===== src/rtl/core_step_ctrl_pkg.sv =====
// core_ctrl_pkg: shared state encoding and error codes for the step controller
package core_ctrl_pkg;
  typedef enum logic [3:0] {
    S_FETCH_REQ  = 4'd0,
    S_FETCH_WAIT = 4'd1,
    S_DECODE     = 4'd2,
    S_EXEC       = 4'd3,
    S_MEM_REQ    = 4'd4,
    S_MEM_WAIT   = 4'd5,
    S_WB         = 4'd6,
    S_HALT       = 4'd7,
    S_ERROR      = 4'd8
  } state_t;
  localparam logic [1:0] ERR_NONE    = 2'd0;
  localparam logic [1:0] ERR_ILLEGAL = 2'd1;
  localparam logic [1:0] ERR_IF_TO   = 2'd2;
  localparam logic [1:0] ERR_MEM_TO  = 2'd3;
endpackage


===== src/rtl/core_step_ctrl_if.sv =====
// core_step_ctrl_if: instruction/data memory handshakes between controller and memories
interface core_step_ctrl_if;
  logic if_req_valid;
  logic if_req_ready;
  logic if_rsp_valid;
  logic inst_we;
  logic mem_req_valid;
  logic mem_req_wr;
  logic mem_req_ready;
  logic mem_rsp_valid;
  modport master (
    output if_req_valid, inst_we, mem_req_valid, mem_req_wr,
    input  if_req_ready, if_rsp_valid, mem_req_ready, mem_rsp_valid
  );
  modport slave (
    input  if_req_valid, inst_we, mem_req_valid, mem_req_wr,
    output if_req_ready, if_rsp_valid, mem_req_ready, mem_rsp_valid
  );
endinterface


===== src/rtl/core_step_ctrl_wait_timer.sv =====
// core_wait_timer: cycle counter for memory wait states, flags the last allowed cycle
module core_wait_timer #(
  parameter int TIMEOUT = 255,
  parameter int TMR_W   = 8
) (
  input  logic clk,
  input  logic rst,
  input  logic clear,
  input  logic en,
  output logic expired
);
  logic [TMR_W-1:0] cnt;
  always_ff @(posedge clk) begin
    if (rst || clear) cnt <= '0;
    else if (en) cnt <= cnt + 1'b1;
  end
  // caller qualifies with "still waiting", so a same-cycle handshake wins
  assign expired = (TIMEOUT != 0) && (cnt == TMR_W'(TIMEOUT - 1));
endmodule


===== src/rtl/core_step_ctrl.sv =====
// core_step_ctrl: multi-cycle fetch/decode/exec/mem/wb sequencer with halt, error and retire tracking
module core_step_ctrl
  import core_ctrl_pkg::*;
#(
  parameter int TIMEOUT   = 255,
  parameter int TMR_W     = 8,
  parameter int INSTRET_W = 32
) (
  input  logic                 clk,
  input  logic                 rst,
  core_step_ctrl_if.master     bus,
  input  logic                 dec_is_load,
  input  logic                 dec_is_store,
  input  logic                 dec_is_ebreak,
  input  logic                 dec_illegal,
  input  logic                 dec_rd_wen,
  output logic                 rf_wen,
  output logic                 pc_wen,
  output logic                 retire,
  output logic [INSTRET_W-1:0] instret,
  output logic                 halted,
  output logic                 err,
  output logic [1:0]           err_code
);
  state_t state, state_n;
  logic fire, in_wait, wait_en, expired, st_q;
  always_ff @(posedge clk) begin
    if (rst) begin
      state    <= S_FETCH_REQ;
      err_code <= ERR_NONE;
      instret  <= '0;
      st_q     <= 1'b0;
    end else begin
      state <= state_n;
      if (state == S_EXEC) st_q <= dec_is_store;
      if (state == S_WB) instret <= instret + 1'b1;
      if (state == S_EXEC && dec_illegal) err_code <= ERR_ILLEGAL;
      else if (wait_en && expired)
        err_code <= (state == S_MEM_REQ || state == S_MEM_WAIT) ? ERR_MEM_TO : ERR_IF_TO;
    end
  end
  always_comb begin
    fire    = 1'b0;
    state_n = state;
    case (state)
      S_FETCH_REQ: begin
        fire    = bus.if_req_ready;
        state_n = fire ? S_FETCH_WAIT : state;
      end
      S_FETCH_WAIT: begin
        fire    = bus.if_rsp_valid;
        state_n = fire ? S_DECODE : state;
      end
      S_DECODE: state_n = S_EXEC;
      S_EXEC: state_n = dec_illegal ? S_ERROR : dec_is_ebreak ? S_HALT :
                        (dec_is_load || dec_is_store) ? S_MEM_REQ : S_WB;
      S_MEM_REQ: begin
        fire    = bus.mem_req_ready;
        state_n = fire ? S_MEM_WAIT : state;
      end
      S_MEM_WAIT: begin
        fire    = bus.mem_rsp_valid;
        state_n = fire ? S_WB : state;
      end
      S_WB: state_n = S_FETCH_REQ;
      default: state_n = state;
    endcase
    in_wait = state inside {S_FETCH_REQ, S_FETCH_WAIT, S_MEM_REQ, S_MEM_WAIT};
    wait_en = in_wait && !fire;
    if (wait_en && expired) state_n = S_ERROR;
  end
  core_wait_timer #(.TIMEOUT(TIMEOUT), .TMR_W(TMR_W)) u_timer (
    .clk     (clk),
    .rst     (rst),
    .clear   (state_n != state),
    .en      (wait_en),
    .expired (expired)
  );
  assign bus.if_req_valid  = state == S_FETCH_REQ;
  assign bus.inst_we       = state == S_FETCH_WAIT && bus.if_rsp_valid;
  assign bus.mem_req_valid = state == S_MEM_REQ;
  assign bus.mem_req_wr    = state == S_MEM_REQ && st_q;
  assign rf_wen            = state == S_WB && dec_rd_wen && !dec_is_store;
  assign pc_wen            = state == S_WB;
  assign retire            = state == S_WB;
  assign halted            = state == S_HALT;
  assign err               = state == S_ERROR;
endmodule


===== src/flat_wrapper.sv =====
// flat-port wrapper written by rule: the top's interface ports become plain ports
module core_step_ctrl_flat import core_ctrl_pkg::*;
#(
  parameter int TIMEOUT   = 255,
  parameter int TMR_W     = 8,
  parameter int INSTRET_W = 32
)
  (clk, rst, dec_is_load, dec_is_store, dec_is_ebreak, dec_illegal, dec_rd_wen, rf_wen, pc_wen, retire, instret, halted, err, err_code, bus_if_req_valid, bus_inst_we, bus_mem_req_valid, bus_mem_req_wr, bus_if_req_ready, bus_if_rsp_valid, bus_mem_req_ready, bus_mem_rsp_valid);
  core_step_ctrl_if bus_i ();
  input  logic clk;
  input  logic rst;
  input  logic dec_is_load;
  input  logic dec_is_store;
  input  logic dec_is_ebreak;
  input  logic dec_illegal;
  input  logic dec_rd_wen;
  output logic rf_wen;
  output logic pc_wen;
  output logic retire;
  output logic [INSTRET_W-1:0] instret;
  output logic halted;
  output logic err;
  output logic [1:0] err_code;
  output wire logic [$bits(bus_i.if_req_valid)-1:0] bus_if_req_valid;
  output wire logic [$bits(bus_i.inst_we)-1:0] bus_inst_we;
  output wire logic [$bits(bus_i.mem_req_valid)-1:0] bus_mem_req_valid;
  output wire logic [$bits(bus_i.mem_req_wr)-1:0] bus_mem_req_wr;
  input wire logic [$bits(bus_i.if_req_ready)-1:0] bus_if_req_ready;
  input wire logic [$bits(bus_i.if_rsp_valid)-1:0] bus_if_rsp_valid;
  input wire logic [$bits(bus_i.mem_req_ready)-1:0] bus_mem_req_ready;
  input wire logic [$bits(bus_i.mem_rsp_valid)-1:0] bus_mem_rsp_valid;
  assign bus_if_req_valid = bus_i.if_req_valid;
  assign bus_inst_we = bus_i.inst_we;
  assign bus_mem_req_valid = bus_i.mem_req_valid;
  assign bus_mem_req_wr = bus_i.mem_req_wr;
  assign bus_i.if_req_ready = bus_if_req_ready;
  assign bus_i.if_rsp_valid = bus_if_rsp_valid;
  assign bus_i.mem_req_ready = bus_mem_req_ready;
  assign bus_i.mem_rsp_valid = bus_mem_rsp_valid;
  core_step_ctrl #(.TIMEOUT(TIMEOUT), .TMR_W(TMR_W), .INSTRET_W(INSTRET_W)) u_core (.clk(clk), .rst(rst), .bus(bus_i), .dec_is_load(dec_is_load), .dec_is_store(dec_is_store), .dec_is_ebreak(dec_is_ebreak), .dec_illegal(dec_illegal), .dec_rd_wen(dec_rd_wen), .rf_wen(rf_wen), .pc_wen(pc_wen), .retire(retire), .instret(instret), .halted(halted), .err(err), .err_code(err_code));
endmodule

===== config.mk =====
export PLATFORM = sky130hd
export DESIGN_NAME = core_step_ctrl_flat
export DESIGN_NICKNAME = d
export VERILOG_FILES = /design/src/rtl/core_step_ctrl_pkg.sv /design/src/rtl/core_step_ctrl_if.sv /design/src/rtl/core_step_ctrl_wait_timer.sv /design/src/rtl/core_step_ctrl.sv /design/src/flat_wrapper.sv
export SDC_FILE = /design/constraint.sdc
export NUM_CORES = 1
export LEC_CHECK = 0
export ABC_AREA = 1
export ABC_CLOCK_PERIOD_IN_PS = 2300
export CAP_MARGIN = 20
export CORE_ASPECT_RATIO = 1.2
export CORE_MARGIN = 3
export CORE_UTILIZATION = 41
export DETAILED_ROUTE_END_ITERATION = 6
export PLACE_DENSITY = 0.7
export SETUP_SLACK_MARGIN = 0.05
export SLEW_MARGIN = 20
export SYNTH_ARGS = -nofsm -noshare
export SYNTH_HDL_FRONTEND = slang
export SYNTH_SLANG_ARGS = --single-unit

===== constraint.sdc =====
create_clock -name clk -period 2.3 [get_ports clk]
set_input_delay 0.23 -clock clk [delete_from_list [all_inputs] [get_ports clk]]
set_output_delay 0.23 -clock clk [all_outputs]
set_load 0.03 [all_outputs]

==> impl_metrics.prom, run 1 <==
# TYPE chip_impl_metric gauge
chip_impl_info{name="run_status",value="completed"} 1
chip_impl_metric{name="cts_buffer_depth",unit=""} 2
chip_impl_metric{name="buffer_ports.inserted",unit=""} 53
chip_impl_metric{name="share_clk_of_total_power",unit=""} 0.310
chip_impl_metric{name="top_level_ports",unit=""} 54
chip_impl_info{name="worst-setup-path-type",value="reg2out"} 1
chip_impl_metric{name="worstMarginPinSlew",unit="ns"} 0.412
chip_impl_metric{name="timing.reg2reg.worst_path_depth",unit=""} 9
chip_impl_metric{name="post-cts-setup-buffer-count",unit=""} 0
chip_impl_metric{name="power.leakage",unit="nW"} 1.39
chip_impl_metric{name="hpwlAfterDp",unit="um"} 5720
chip_impl_metric{name="syn_inst",unit=""} 439
chip_impl_info{name="worst_path_dominant_cell_family",value="buffers and inverters"} 1
chip_impl_info{name="yosysTopAreaCell",value="dfxtp_1"} 1
chip_impl_info{name="critical_path.reg2reg.startpoint",value="u_core.state[1]"} 1
chip_impl_info{name="whs_endpoint",value="u_core.st_q"} 1
chip_impl_metric{name="track_usage",unit=""} 0.183
chip_impl_metric{name="path_max_fanout",unit=""} 7
chip_impl_metric{name="swShare",unit=""} 0.310
chip_impl_metric{name="worst_setup_hold_path_clk_slew",unit="ns"} 0.09
chip_impl_metric{name="final_core_utilization",unit=""} 0.530
chip_impl_metric{name="pre_cts_ws",unit="ns"} 0.379
chip_impl_metric{name="synth_seq_cells",unit=""} 47
chip_impl_metric{name="pwr-share-comb",unit=""} 0.179
chip_impl_metric{name="required",unit="ns"} 2.07
chip_impl_metric{name="drive_gt1_frac",unit=""} 0.109
chip_impl_metric{name="timing.slew.headroom",unit=""} 0.725
chip_impl_metric{name="synth.distinct_cells",unit=""} 35
chip_impl_metric{name="numPlacedInstances",unit=""} 575
chip_impl_metric{name="p_switching",unit="mW"} 0.512
chip_impl_metric{name="syn_to_final_growth",unit="%"} 24.3
chip_impl_metric{name="post-layout-total-power",unit="mW"} 1.65
chip_impl_metric{name="via_count",unit=""} 2899
chip_impl_metric{name="cts-buffers-inserted",unit=""} 5
chip_impl_metric{name="async_flop_share",unit=""} 0
chip_impl_metric{name="multi_input_comb_area",unit="mm2"} 0.00174
chip_impl_info{name="cts_tree",value="done"} 1
chip_impl_metric{name="n_antenna_cell",unit=""} 0
chip_impl_metric{name="mean_area_per_synthesized_cell",unit="um2"} 6.69
chip_impl_metric{name="number_of_antenna_violations_at_the_first_check_in_global_routing",unit=""} 0
chip_impl_metric{name="power_frac_seq",unit=""} 0.512
chip_impl_metric{name="yosysWarningCount",unit=""} 0
chip_impl_metric{name="route.detailed.wl_per_inst",unit="um"} 12.5
chip_impl_info{name="post_synth_main_area_contributors",value="dfxtp_1, nand2_1, inv_1"} 1
chip_impl_metric{name="power.density",unit="mW/mm2"} 452
chip_impl_metric{name="min_delay_path_depth",unit=""} 2
chip_impl_metric{name="synth_area",unit="mm2"} 0.00294
chip_impl_metric{name="mappedNetlistNets",unit=""} 453
chip_impl_metric{name="finish.net_count",unit=""} 509
chip_impl_info{name="synth_common_cells",value="nand2_1, inv_1, nor2_1"} 1
chip_impl_metric{name="hold_slack",unit="ns"} 0.471
chip_impl_metric{name="final.setup.tns",unit="ns"} 0
chip_impl_metric{name="synth_edf_count",unit=""} 0
chip_impl_metric{name="critical_path_buf_inv_count",unit=""} 2
chip_impl_info{name="setup_repair_after_global_routing_missed_its_margin",value="no"} 1
chip_impl_info{name="timing.hold.worst.start",value="u_core.st_q"} 1
chip_impl_metric{name="initialDrtViolationCount",unit=""} 147
chip_impl_metric{name="route.detailed.drc",unit=""} 0
chip_impl_info{name="critical_path.cell_chain",value="nor2_2 -> inv_1 -> nor3_1 -> clkdlybuf4s50_1"} 1
chip_impl_metric{name="critical-path-max-stage-delay",unit="ns"} 0.70
chip_impl_metric{name="timing.final.crit_period",unit="ns"} 2.11
chip_impl_metric{name="setup_slack",unit="ns"} 0.191
chip_impl_metric{name="post_cts.resized_instances",unit=""} 1
chip_impl_info{name="clockRootBuffer",value="clkbuf_8"} 1
chip_impl_metric{name="ir_drop",unit="V"} 0.000269
chip_impl_metric{name="intPower",unit="mW"} 1.14
chip_impl_metric{name="final.setup_skew",unit="ns"} 0.0134
chip_impl_metric{name="yosysTopAreaCellShare",unit=""} 0.320
chip_impl_metric{name="routabilityCongestion",unit=""} 0.891
chip_impl_metric{name="fillerInstances",unit=""} 673
chip_impl_metric{name="cts.hold.buffers_added",unit=""} 0
chip_impl_metric{name="drt_pass1_iterations",unit=""} 4
chip_impl_metric{name="cts.sinks",unit=""} 47
chip_impl_metric{name="drv.max_cap_violation_count",unit=""} 0
chip_impl_info{name="hold_class",value="reg2reg"} 1
chip_impl_metric{name="die-width",unit="um"} 83.3
chip_impl_info{name="crit_start",value="u_core.state[1]"} 1
chip_impl_info{name="cell_with_the_most_instances_after_synthesis",value="nand2_1"} 1
chip_impl_info{name="endpoint_kind",value="output port"} 1
chip_impl_metric{name="finalNonFillerCells",unit=""} 583
chip_impl_info{name="synth-main-ff-cell",value="dfxtp_1"} 1
chip_impl_metric{name="antenna_left",unit=""} 0
chip_impl_metric{name="avgViaCountPerCell",unit=""} 4.97
chip_impl_metric{name="maximum_number_of_pins_on_one_net_before_global_route_repair",unit=""} 22
chip_impl_metric{name="final-seq-area",unit="um2"} 942
chip_impl_metric{name="die_area",unit="mm2"} 0.00822
chip_impl_metric{name="initial_utilization",unit=""} 0.426
chip_impl_metric{name="worst_ep_arrival_time",unit="ns"} 1.88
chip_impl_metric{name="h-tree-depth",unit=""} 2
chip_impl_metric{name="report.final.hold_viol_count",unit=""} 0
chip_impl_info{name="timing.rr.end",value="u_core.instret[17]"} 1
chip_impl_metric{name="post_layout_inst_area",unit="mm2"} 0.00365
chip_impl_metric{name="share_of_the_clock_period_used_by_the_worst_path_after_layout",unit=""} 0.917
chip_impl_info{name="cpMaxStageDelayCell",value="clkdlybuf4s50_1"} 1
chip_impl_metric{name="globalRoute.totalOverflow",unit=""} 0
chip_impl_metric{name="number_of_setup_violations_in_the_final_report",unit=""} 0
chip_impl_metric{name="timing_max_transition_violations_final",unit=""} 0
chip_impl_info{name="start_kind",value="flip-flop"} 1
chip_impl_metric{name="routed_wl",unit="um"} 7310
chip_impl_metric{name="setup.reg_to_reg.worst_slack",unit="ns"} 0.42
chip_impl_metric{name="row_count",unit=""} 33
chip_impl_metric{name="fmax",unit="GHz"} 0.474
chip_impl_metric{name="worst_skew_pair.late_latency",unit="ns"} 0.31
chip_impl_metric{name="grt_pass1_wl",unit="um"} 12600
chip_impl_metric{name="dpl_cell_area",unit="mm2"} 0.00356
chip_impl_metric{name="first_global_vias",unit=""} 2810
chip_impl_metric{name="chipHeight",unit="um"} 98.7
chip_impl_metric{name="seq_area_frac_synth",unit=""} 0.320
chip_impl_metric{name="coreArea",unit="mm2"} 0.00690
layout make-up:
type	instances	area share
multi-input combinational	325	0.476
sequential	47	0.258
timing repair buffer	56	0.150
inverter	60	0.0616
tap	87	0.0298
clock buffer	5	0.0188
clock inverter	3	0.00548
cell families (layout without fill, tap and decap cells):
kind of cell,Yosys count,after routing,synth area share
DFF,47,47,0.320
buffers and inverters,67,124,0.0894
adders and majority gates,3,3,0.0128
xor gates and xnor gates,20,20,0.0596
AOI/OAI and AO/OA,51,51,0.0928
and+or+nand+nor,251,251,0.425
power groups by stage:
stage	Clock, mW	Combinational (mW)	Sequential (mW)
2_1_floorplan	0	0.214	0.861
5_1_grt	0.561	0.328	0.848
6_report	0.512	0.295	0.845
3_5_place_dp	0	0.295	0.862
4_1_cts	0.532	0.298	0.844
3_3_place_gp	0	0.290	0.862
sequential cells by signal, summed over array words and instances (netlist names):
signal / cells
u_core.st_q: 1
u_core.instret: 32
u_core.state: 4
u_core.err_code: 2
u_core.u_timer.cnt: 8
routing by layer:
| layer | global-route usage | wire [um] | vias to the layer above |
|---|---|---|---|
| li1 | - | - | 1509 |
| met1 | 0.210 | 3210 | 1312 |
| met2 | 0.342 | 3680 | 64 |
| met3 | 0.0334 | 287 | 14 |
| met4 | 0.0541 | 129 | 0 |
| met5 | 0 | 0 | - |
tightest hold or removal path, cell delays in order (launching register included):
cell and delay [ns]:
dfxtp_1 0.30, inv_1 0.07, a21oi_1 0.06
placed cells by master, fill, tap and decap left out, drive strengths merged, types with 3 or more instances in the layout:
cell type,count
clkbuf,5
clkdlybuf4s50,49
ha,3
xor2,14
nor3,25
xnor2,6
a21oi,29
nand4,10
o21ai,14
nand2,119
dfxtp,47
inv,59
buf,6
nor2,62
nand3,31
how the worst max path moves through the flow:
stage,depth (start not counted),end
2_1_floorplan,7,rf_wen
3_3_place_gp,4,err
3_5_place_dp,4,bus_mem_req_wr
4_1_cts,5,bus_inst_we
5_1_grt,6,rf_wen
6_report,4,err
Power figures use the tool's default switching activity.
==> inputs of run 2 (changes only) <==
--- a/config.mk
+++ b/config.mk
@@ -8,11 +8,13 @@
 export ABC_AREA = 1
 export ABC_CLOCK_PERIOD_IN_PS = 2300
 export CAP_MARGIN = 20
+export CELL_PAD_IN_SITES_DETAIL_PLACEMENT = 0
+export CELL_PAD_IN_SITES_GLOBAL_PLACEMENT = 1
 export CORE_ASPECT_RATIO = 1.2
 export CORE_MARGIN = 3
-export CORE_UTILIZATION = 41
+export CORE_UTILIZATION = 37
 export DETAILED_ROUTE_END_ITERATION = 6
-export PLACE_DENSITY = 0.7
+export PLACE_DENSITY = 0.85
 export SETUP_SLACK_MARGIN = 0.05
 export SLEW_MARGIN = 20
 export SYNTH_ARGS = -nofsm -noshare
==> run 2 against run 1 <==
Via count shrank 1.0%; total power is 4.3% higher; worst hold slack better by 0.0023 ns; flip-flop and latch count stayed put; critical path depth is the same; sequential share of layout area shrank 0.088 points; highest routed layer unchanged; clock skew shrank 0.0048 ns; wire length grew 1.0%; worst setup slack got worse by 0.046 ns; first-iteration DRC count fell by 37%; sequential power about the same.
==> impl_metrics.prom, run 2 (same netlist as run 1, synthesis figures left out) <==
# TYPE chip_impl_metric gauge
chip_impl_metric{name="power.density",unit="mW/mm2"} 470
chip_impl_metric{name="finish.net_count",unit=""} 509
chip_impl_metric{name="ir_drop",unit="V"} 0.000301
chip_impl_metric{name="cts.sinks",unit=""} 47
chip_impl_metric{name="power.leakage",unit="nW"} 1.40
chip_impl_metric{name="track_usage",unit=""} 0.171
chip_impl_info{name="critical_path.cell_chain",value="nor2_1 -> nand3_2 -> inv_1 -> clkdlybuf4s50_1"} 1
chip_impl_metric{name="routed_wl",unit="um"} 7390
chip_impl_metric{name="grt_pass1_wl",unit="um"} 12900
chip_impl_info{name="setup_repair_after_global_routing_missed_its_margin",value="no"} 1
chip_impl_metric{name="route.detailed.drc",unit=""} 0
chip_impl_metric{name="globalRoute.totalOverflow",unit=""} 0
chip_impl_metric{name="finalNonFillerCells",unit=""} 585
chip_impl_info{name="final_common_cell",value="nand2_1"} 1
chip_impl_metric{name="fillerInstances",unit=""} 792
chip_impl_metric{name="chipHeight",unit="um"} 104
chip_impl_info{name="cts_tree",value="done"} 1
chip_impl_metric{name="final-seq-area",unit="um2"} 942
chip_impl_metric{name="hpwlAfterDp",unit="um"} 5810
chip_impl_metric{name="cts_buffer_depth",unit=""} 2
chip_impl_metric{name="row_count",unit=""} 34
chip_impl_info{name="run_status",value="completed"} 1
chip_impl_metric{name="worst_setup_hold_path_clk_slew",unit="ns"} 0.08
chip_impl_metric{name="critical_path_buf_inv_count",unit=""} 2
chip_impl_info{name="worst-setup-path-type",value="reg2out"} 1
chip_impl_metric{name="buffer_ports.inserted",unit=""} 53
chip_impl_metric{name="initialDrtViolationCount",unit=""} 93
chip_impl_info{name="cpMaxStageDelayCell",value="clkdlybuf4s50_1"} 1
chip_impl_metric{name="timing.final.crit_period",unit="ns"} 2.16
chip_impl_metric{name="route.detailed.wl_per_inst",unit="um"} 12.6
chip_impl_info{name="layout.cells.most_common_list",value="nand2_1, inv_1, nor2_1"} 1
chip_impl_metric{name="routabilityCongestion",unit=""} 0.850
chip_impl_info{name="biggestRegsByFlops",value="u_core.instret: 32 flops, u_core.u_timer.cnt: 8 flops, u_core.state: 4 flops"} 1
chip_impl_metric{name="first_global_vias",unit=""} 2780
chip_impl_metric{name="drv.max_cap_violation_count",unit=""} 0
chip_impl_metric{name="antenna_left",unit=""} 0
chip_impl_metric{name="path_max_fanout",unit=""} 6
chip_impl_info{name="hold_class",value="reg2reg"} 1
chip_impl_metric{name="via_count",unit=""} 2869
chip_impl_metric{name="die-width",unit="um"} 87.4
chip_impl_metric{name="cts.hold.buffers_added",unit=""} 0
chip_impl_metric{name="post_cts.resized_instances",unit=""} 0
chip_impl_metric{name="top_level_ports",unit=""} 54
chip_impl_metric{name="drive_gt1_frac",unit=""} 0.101
chip_impl_metric{name="timing_max_transition_violations_final",unit=""} 0
chip_impl_metric{name="fmax",unit="GHz"} 0.464
chip_impl_metric{name="cts-buffers-inserted",unit=""} 5
chip_impl_metric{name="maximum_number_of_pins_on_one_net_before_global_route_repair",unit=""} 24
chip_impl_metric{name="drt_pass1_iterations",unit=""} 4
chip_impl_info{name="worst_path_dominant_cell_family",value="buffers and inverters"} 1
chip_impl_metric{name="avgViaCountPerCell",unit=""} 4.90
chip_impl_metric{name="number_of_setup_violations_in_the_final_report",unit=""} 0
chip_impl_metric{name="number_of_antenna_violations_at_the_first_check_in_global_routing",unit=""} 0
chip_impl_metric{name="coreArea",unit="mm2"} 0.00749
chip_impl_info{name="endpoint_kind",value="output port"} 1
chip_impl_info{name="start_kind",value="flip-flop"} 1
chip_impl_metric{name="initial_utilization",unit=""} 0.393
chip_impl_metric{name="worst_ep_arrival_time",unit="ns"} 1.93
chip_impl_metric{name="worst_skew_pair.late_latency",unit="ns"} 0.30
chip_impl_metric{name="timing.slew.headroom",unit=""} 0.722
chip_impl_metric{name="numPlacedInstances",unit=""} 578
chip_impl_metric{name="final.setup.tns",unit="ns"} 0
chip_impl_metric{name="worstMarginPinSlew",unit="ns"} 0.417
chip_impl_metric{name="n_antenna_cell",unit=""} 0
chip_impl_metric{name="syn_to_final_growth",unit="%"} 24.7
chip_impl_metric{name="die_area",unit="mm2"} 0.00905
chip_impl_info{name="largest-register",value="u_core.instret"} 1
chip_impl_metric{name="report.final.hold_viol_count",unit=""} 0
chip_impl_metric{name="h-tree-depth",unit=""} 2
chip_impl_metric{name="multi_input_comb_area",unit="mm2"} 0.00174
chip_impl_metric{name="post-cts-setup-buffer-count",unit=""} 0
chip_impl_metric{name="largest_reg_flops",unit=""} 32
chip_impl_info{name="clockRootBuffer",value="clkbuf_8"} 1
chip_impl_metric{name="final.setup_skew",unit="ns"} 0.00863
chip_impl_metric{name="critical-path-max-stage-delay",unit="ns"} 0.66
chip_impl_metric{name="share_of_the_clock_period_used_by_the_worst_path_after_layout",unit=""} 0.937
chip_impl_metric{name="required",unit="ns"} 2.07
## run 2: cell count changes in the layout (fill, tap and decap cells not counted), sizes merged
cell / change
clkbuf: +1
bufinv: +1
clkinv: -1
clkinvlp: -2
## run 2: final timing paths
path                                 startpoint  slack, ns                 end  cells past startpoint
worst min register to register      u_core.st_q       0.47         u_core.st_q                      2
worst max register to register  u_core.state[2]       0.45  u_core.instret[13]                      8
worst max-delay path            u_core.state[2]       0.14         bus_inst_we                      4
worst min-delay path                u_core.st_q       0.47         u_core.st_q                      2
## run 2: metrics by stage
step / utilization / hold WS (ns) / area [um2] / total power, mW / setup WS, ns
after floorplan: - / 0.308 / 2940 / 1.07 / 0.182
after global placement: 0.475 / 0.460 / 3560 / 1.15 / 0.440
after detailed placement: 0.475 / 0.468 / 3560 / 1.15 / 0.421
after CTS: 0.489 / 0.481 / 3660 / 1.74 / 0.0882
after global routing: 0.490 / 0.498 / 3670 / 1.81 / 0.0533
final: 0.490 / 0.474 / 3670 / 1.72 / 0.144
## run 2: area by class of cell
cell class,instances,area share
Clock buffer,6,0.0198
Clock inverter,1,0.00819
Inverter,60,0.0614
Multi-Input combinational cell,325,0.473
Sequential cell,47,0.257
Tap cell,90,0.0307
Timing Repair Buffer,56,0.149
## run 2: where the power goes
group / switching, mW / leakage [nW] / internal, mW
Sequential: 0.0170 / 0.379 / 0.827
Combinational: 0.191 / 0.972 / 0.0995
Clock: 0.270 / 0.0513 / 0.319
## run 2: routing by layer
| layer | vias to the layer above | global-route usage | wire [um] |
|---|---|---|---|
| met3 | 17 | 0.0310 | 258 |
| met4 | 0 | 0.0526 | 170 |
| met5 | - | 0 | 0 |
| met2 | 50 | 0.286 | 3590 |
| li1 | 1515 | - | - |
| met1 | 1287 | 0.219 | 3370 |
## run 2: worst min-delay path, cell delays in order, from the launching register on
cell	delay [ns]
dfxtp_1	0.31
inv_1	0.07
a21oi_1	0.06
==> inputs of run 3 (changes only) <==
--- a/config.mk
+++ b/config.mk
@@ -13,7 +13,9 @@
 export CORE_ASPECT_RATIO = 1.2
 export CORE_MARGIN = 3
 export CORE_UTILIZATION = 37
+export CTS_CLUSTER_SIZE = 25
 export DETAILED_ROUTE_END_ITERATION = 6
+export GPL_TIMING_DRIVEN = 0
 export PLACE_DENSITY = 0.85
 export SETUP_SLACK_MARGIN = 0.05
 export SLEW_MARGIN = 20
==> run 3 against run 2 <==
First-iteration DRC count rose by 12%; clock-buffer cell count did not move; utilization did not move; highest routed layer unchanged; sequential power barely moved; global-route usage rose by 0.42 points; register-to-register slack got worse by 0.08 ns; maximum frequency rose by 1.8%; critical endpoint is now retire; largest power group unchanged; die area did not move; sequential share of layout area barely moved; cell count rose by 0.51%.
==> impl_metrics.prom, run 3 (same netlist as run 1, synthesis figures left out) <==
# TYPE chip_impl_metric gauge
chip_impl_info{name="run_status",value="completed"} 1
chip_impl_metric{name="min_delay_path_depth",unit=""} 2
chip_impl_metric{name="hpwlAfterDp",unit="um"} 6090
chip_impl_metric{name="setup.reg_to_reg.worst_slack",unit="ns"} 0.37
chip_impl_metric{name="worst_ep_arrival_time",unit="ns"} 1.89
chip_impl_metric{name="buffer_ports.inserted",unit=""} 53
chip_impl_metric{name="final_core_utilization",unit=""} 0.490
chip_impl_metric{name="h-tree-depth",unit=""} 2
chip_impl_metric{name="pre_cts_ws",unit="ns"} -0.256
chip_impl_info{name="biggestRegsByFlops",value="u_core.instret: 32 flops, u_core.u_timer.cnt: 8 flops, u_core.state: 4 flops"} 1
chip_impl_metric{name="post-cts-setup-buffer-count",unit=""} 0
chip_impl_metric{name="first_global_vias",unit=""} 2877
chip_impl_metric{name="fmax",unit="GHz"} 0.472
chip_impl_metric{name="power.leakage",unit="nW"} 1.39
chip_impl_metric{name="syn_to_final_growth",unit="%"} 24.7
chip_impl_metric{name="die-width",unit="um"} 87.4
chip_impl_info{name="critical_path.cell_chain",value="inv_2 -> nand2_1 -> nor3_4 -> buf_6 -> buf_4 -> dlygate4sd2_1"} 1
chip_impl_metric{name="via_count",unit=""} 2898
chip_impl_metric{name="routabilityCongestion",unit=""} 0.867
chip_impl_metric{name="ir_drop",unit="V"} 0.000302
chip_impl_metric{name="dpl_cell_area",unit="mm2"} 0.00358
chip_impl_metric{name="route.detailed.drc",unit=""} 0
chip_impl_metric{name="coreArea",unit="mm2"} 0.00749
chip_impl_info{name="cpMaxStageDelayCell",value="dlygate4sd2_1"} 1
chip_impl_metric{name="row_count",unit=""} 34
chip_impl_metric{name="final.setup_skew",unit="ns"} 0.00835
chip_impl_metric{name="post-layout-total-power",unit="mW"} 1.66
chip_impl_info{name="cts_tree",value="done"} 1
chip_impl_metric{name="cts.sinks",unit=""} 47
chip_impl_info{name="timing.rr.end",value="u_core.instret[16]"} 1
chip_impl_metric{name="cts.hold.buffers_added",unit=""} 0
chip_impl_metric{name="timing.final.crit_period",unit="ns"} 2.12
chip_impl_metric{name="antenna_left",unit=""} 0
chip_impl_metric{name="worstMarginPinSlew",unit="ns"} 0.546
chip_impl_metric{name="die_area",unit="mm2"} 0.00905
chip_impl_metric{name="n_antenna_cell",unit=""} 0
chip_impl_info{name="final_common_cell",value="nand2_1"} 1
chip_impl_metric{name="globalRoute.totalOverflow",unit=""} 0
chip_impl_metric{name="initialDrtViolationCount",unit=""} 104
chip_impl_metric{name="grt_pass1_wl",unit="um"} 13000
chip_impl_metric{name="timing_max_transition_violations_final",unit=""} 0
chip_impl_info{name="endpoint_kind",value="output port"} 1
chip_impl_metric{name="numPlacedInstances",unit=""} 582
chip_impl_metric{name="drt_pass1_iterations",unit=""} 4
chip_impl_metric{name="avgViaCountPerCell",unit=""} 4.93
chip_impl_metric{name="top_level_ports",unit=""} 54
chip_impl_metric{name="worst_skew_pair.late_latency",unit="ns"} 0.30
chip_impl_metric{name="chipHeight",unit="um"} 104
chip_impl_metric{name="initial_utilization",unit=""} 0.393
chip_impl_metric{name="timing.reg2reg.worst_path_depth",unit=""} 10
chip_impl_info{name="worst-setup-path-type",value="reg2out"} 1
chip_impl_info{name="hold_class",value="reg2reg"} 1
chip_impl_info{name="critical_path.reg2reg.startpoint",value="u_core.state[3]"} 1
chip_impl_metric{name="track_usage",unit=""} 0.175
chip_impl_metric{name="drv.max_cap_violation_count",unit=""} 0
chip_impl_metric{name="power.density",unit="mW/mm2"} 452
chip_impl_metric{name="cts-buffers-inserted",unit=""} 5
chip_impl_metric{name="worst_setup_hold_path_clk_slew",unit="ns"} 0.09
chip_impl_metric{name="report.final.hold_viol_count",unit=""} 0
chip_impl_metric{name="fillerInstances",unit=""} 790
chip_impl_metric{name="share_of_the_clock_period_used_by_the_worst_path_after_layout",unit=""} 0.921
chip_impl_info{name="timing.hold.worst.start",value="u_core.err_code[0]"} 1
chip_impl_metric{name="number_of_antenna_violations_at_the_first_check_in_global_routing",unit=""} 0
chip_impl_metric{name="cts_buffer_depth",unit=""} 2
chip_impl_metric{name="drive_gt1_frac",unit=""} 0.102
chip_impl_info{name="clockRootBuffer",value="clkbuf_8"} 1
chip_impl_metric{name="route.detailed.wl_per_inst",unit="um"} 12.9
chip_impl_metric{name="path_max_fanout",unit=""} 20
chip_impl_metric{name="routed_wl",unit="um"} 7570
chip_impl_metric{name="maximum_number_of_pins_on_one_net_before_global_route_repair",unit=""} 21
chip_impl_metric{name="number_of_setup_violations_in_the_final_report",unit=""} 0
chip_impl_info{name="whs_endpoint",value="u_core.err_code[0]"} 1
chip_impl_info{name="start_kind",value="flip-flop"} 1
chip_impl_info{name="setup_repair_after_global_routing_missed_its_margin",value="no"} 1
chip_impl_metric{name="timing.slew.headroom",unit=""} 0.636
chip_impl_metric{name="required",unit="ns"} 2.07
chip_impl_metric{name="finalNonFillerCells",unit=""} 588
chip_impl_metric{name="finish.net_count",unit=""} 512
chip_impl_metric{name="post_layout_inst_area",unit="mm2"} 0.00367
chip_impl_metric{name="critical-path-max-stage-delay",unit="ns"} 0.38
chip_impl_info{name="largest-register",value="u_core.instret"} 1
chip_impl_metric{name="setup_slack",unit="ns"} 0.182
chip_impl_info{name="layout.cells.most_common_list",value="nand2_1, inv_1, nor2_1"} 1
chip_impl_metric{name="largest_reg_flops",unit=""} 32
-- run 3: final cells by class --
cell class	count	area [um2]	area share
buffer	6	33.8	0.00922
clock buffer	6	82.6	0.0225
clock inverter	1	5.00	0.00137
inverter	60	225	0.0614
multi-input combinational	325	1740	0.475
sequential	47	943	0.257
tap	90	113	0.0307
timing repair buffer	53	523	0.143
-- run 3: what timing repair did --
item                       4_1_cts  5_1_grt
cloned                           0        0
setup endpoints to repair        3        5
resized for setup                3        6
-- run 3: worst max path at each step --
stage	startpoint	endpoint	slack [ns]	cells after the start
after global routing	u_core.state[0]	bus_mem_req_wr	0.07	4
after global placement	u_core.state[3]	rf_wen	-0.23	8
after detailed placement	u_core.state[1]	rf_wen	-0.26	7
final	u_core.state[3]	retire	0.18	6
after floorplan	u_core.state[3]	rf_wen	0.18	7
after CTS	u_core.state[0]	bus_mem_req_wr	0.06	4
-- run 3: worst max-delay path, delay by kind of cell (launching register included) --
family                 cells  cell delay (ns)
buffers and inverters      4             0.88
DFF                        1             0.37
and+or+nand+nor            2             0.34
-- run 3: through the flow --
step / hold WS, ns / setup TNS [ns]
2_1_floorplan: 0.308 / 0
3_3_place_gp: 0.463 / -0.609
3_5_place_dp: 0.478 / -0.624
4_1_cts: 0.492 / 0
5_1_grt: 0.524 / 0
6_report: 0.489 / 0
-- run 3: layer usage --
layer / global-route usage / routed length [um]
met5: 0 / 0
met2: 0.298 / 3780
met4: 0.0537 / 99
met3: 0.0349 / 254
met1: 0.218 / 3430
-- run 3: where the power goes --
group / internal, mW / leakage (nW) / switching [mW]
Clock: 0.237 / 0.0470 / 0.280
Sequential: 0.827 / 0.380 / 0.0193
Combinational: 0.0995 / 0.961 / 0.193
Total: 1.16 / 1.39 / 0.492
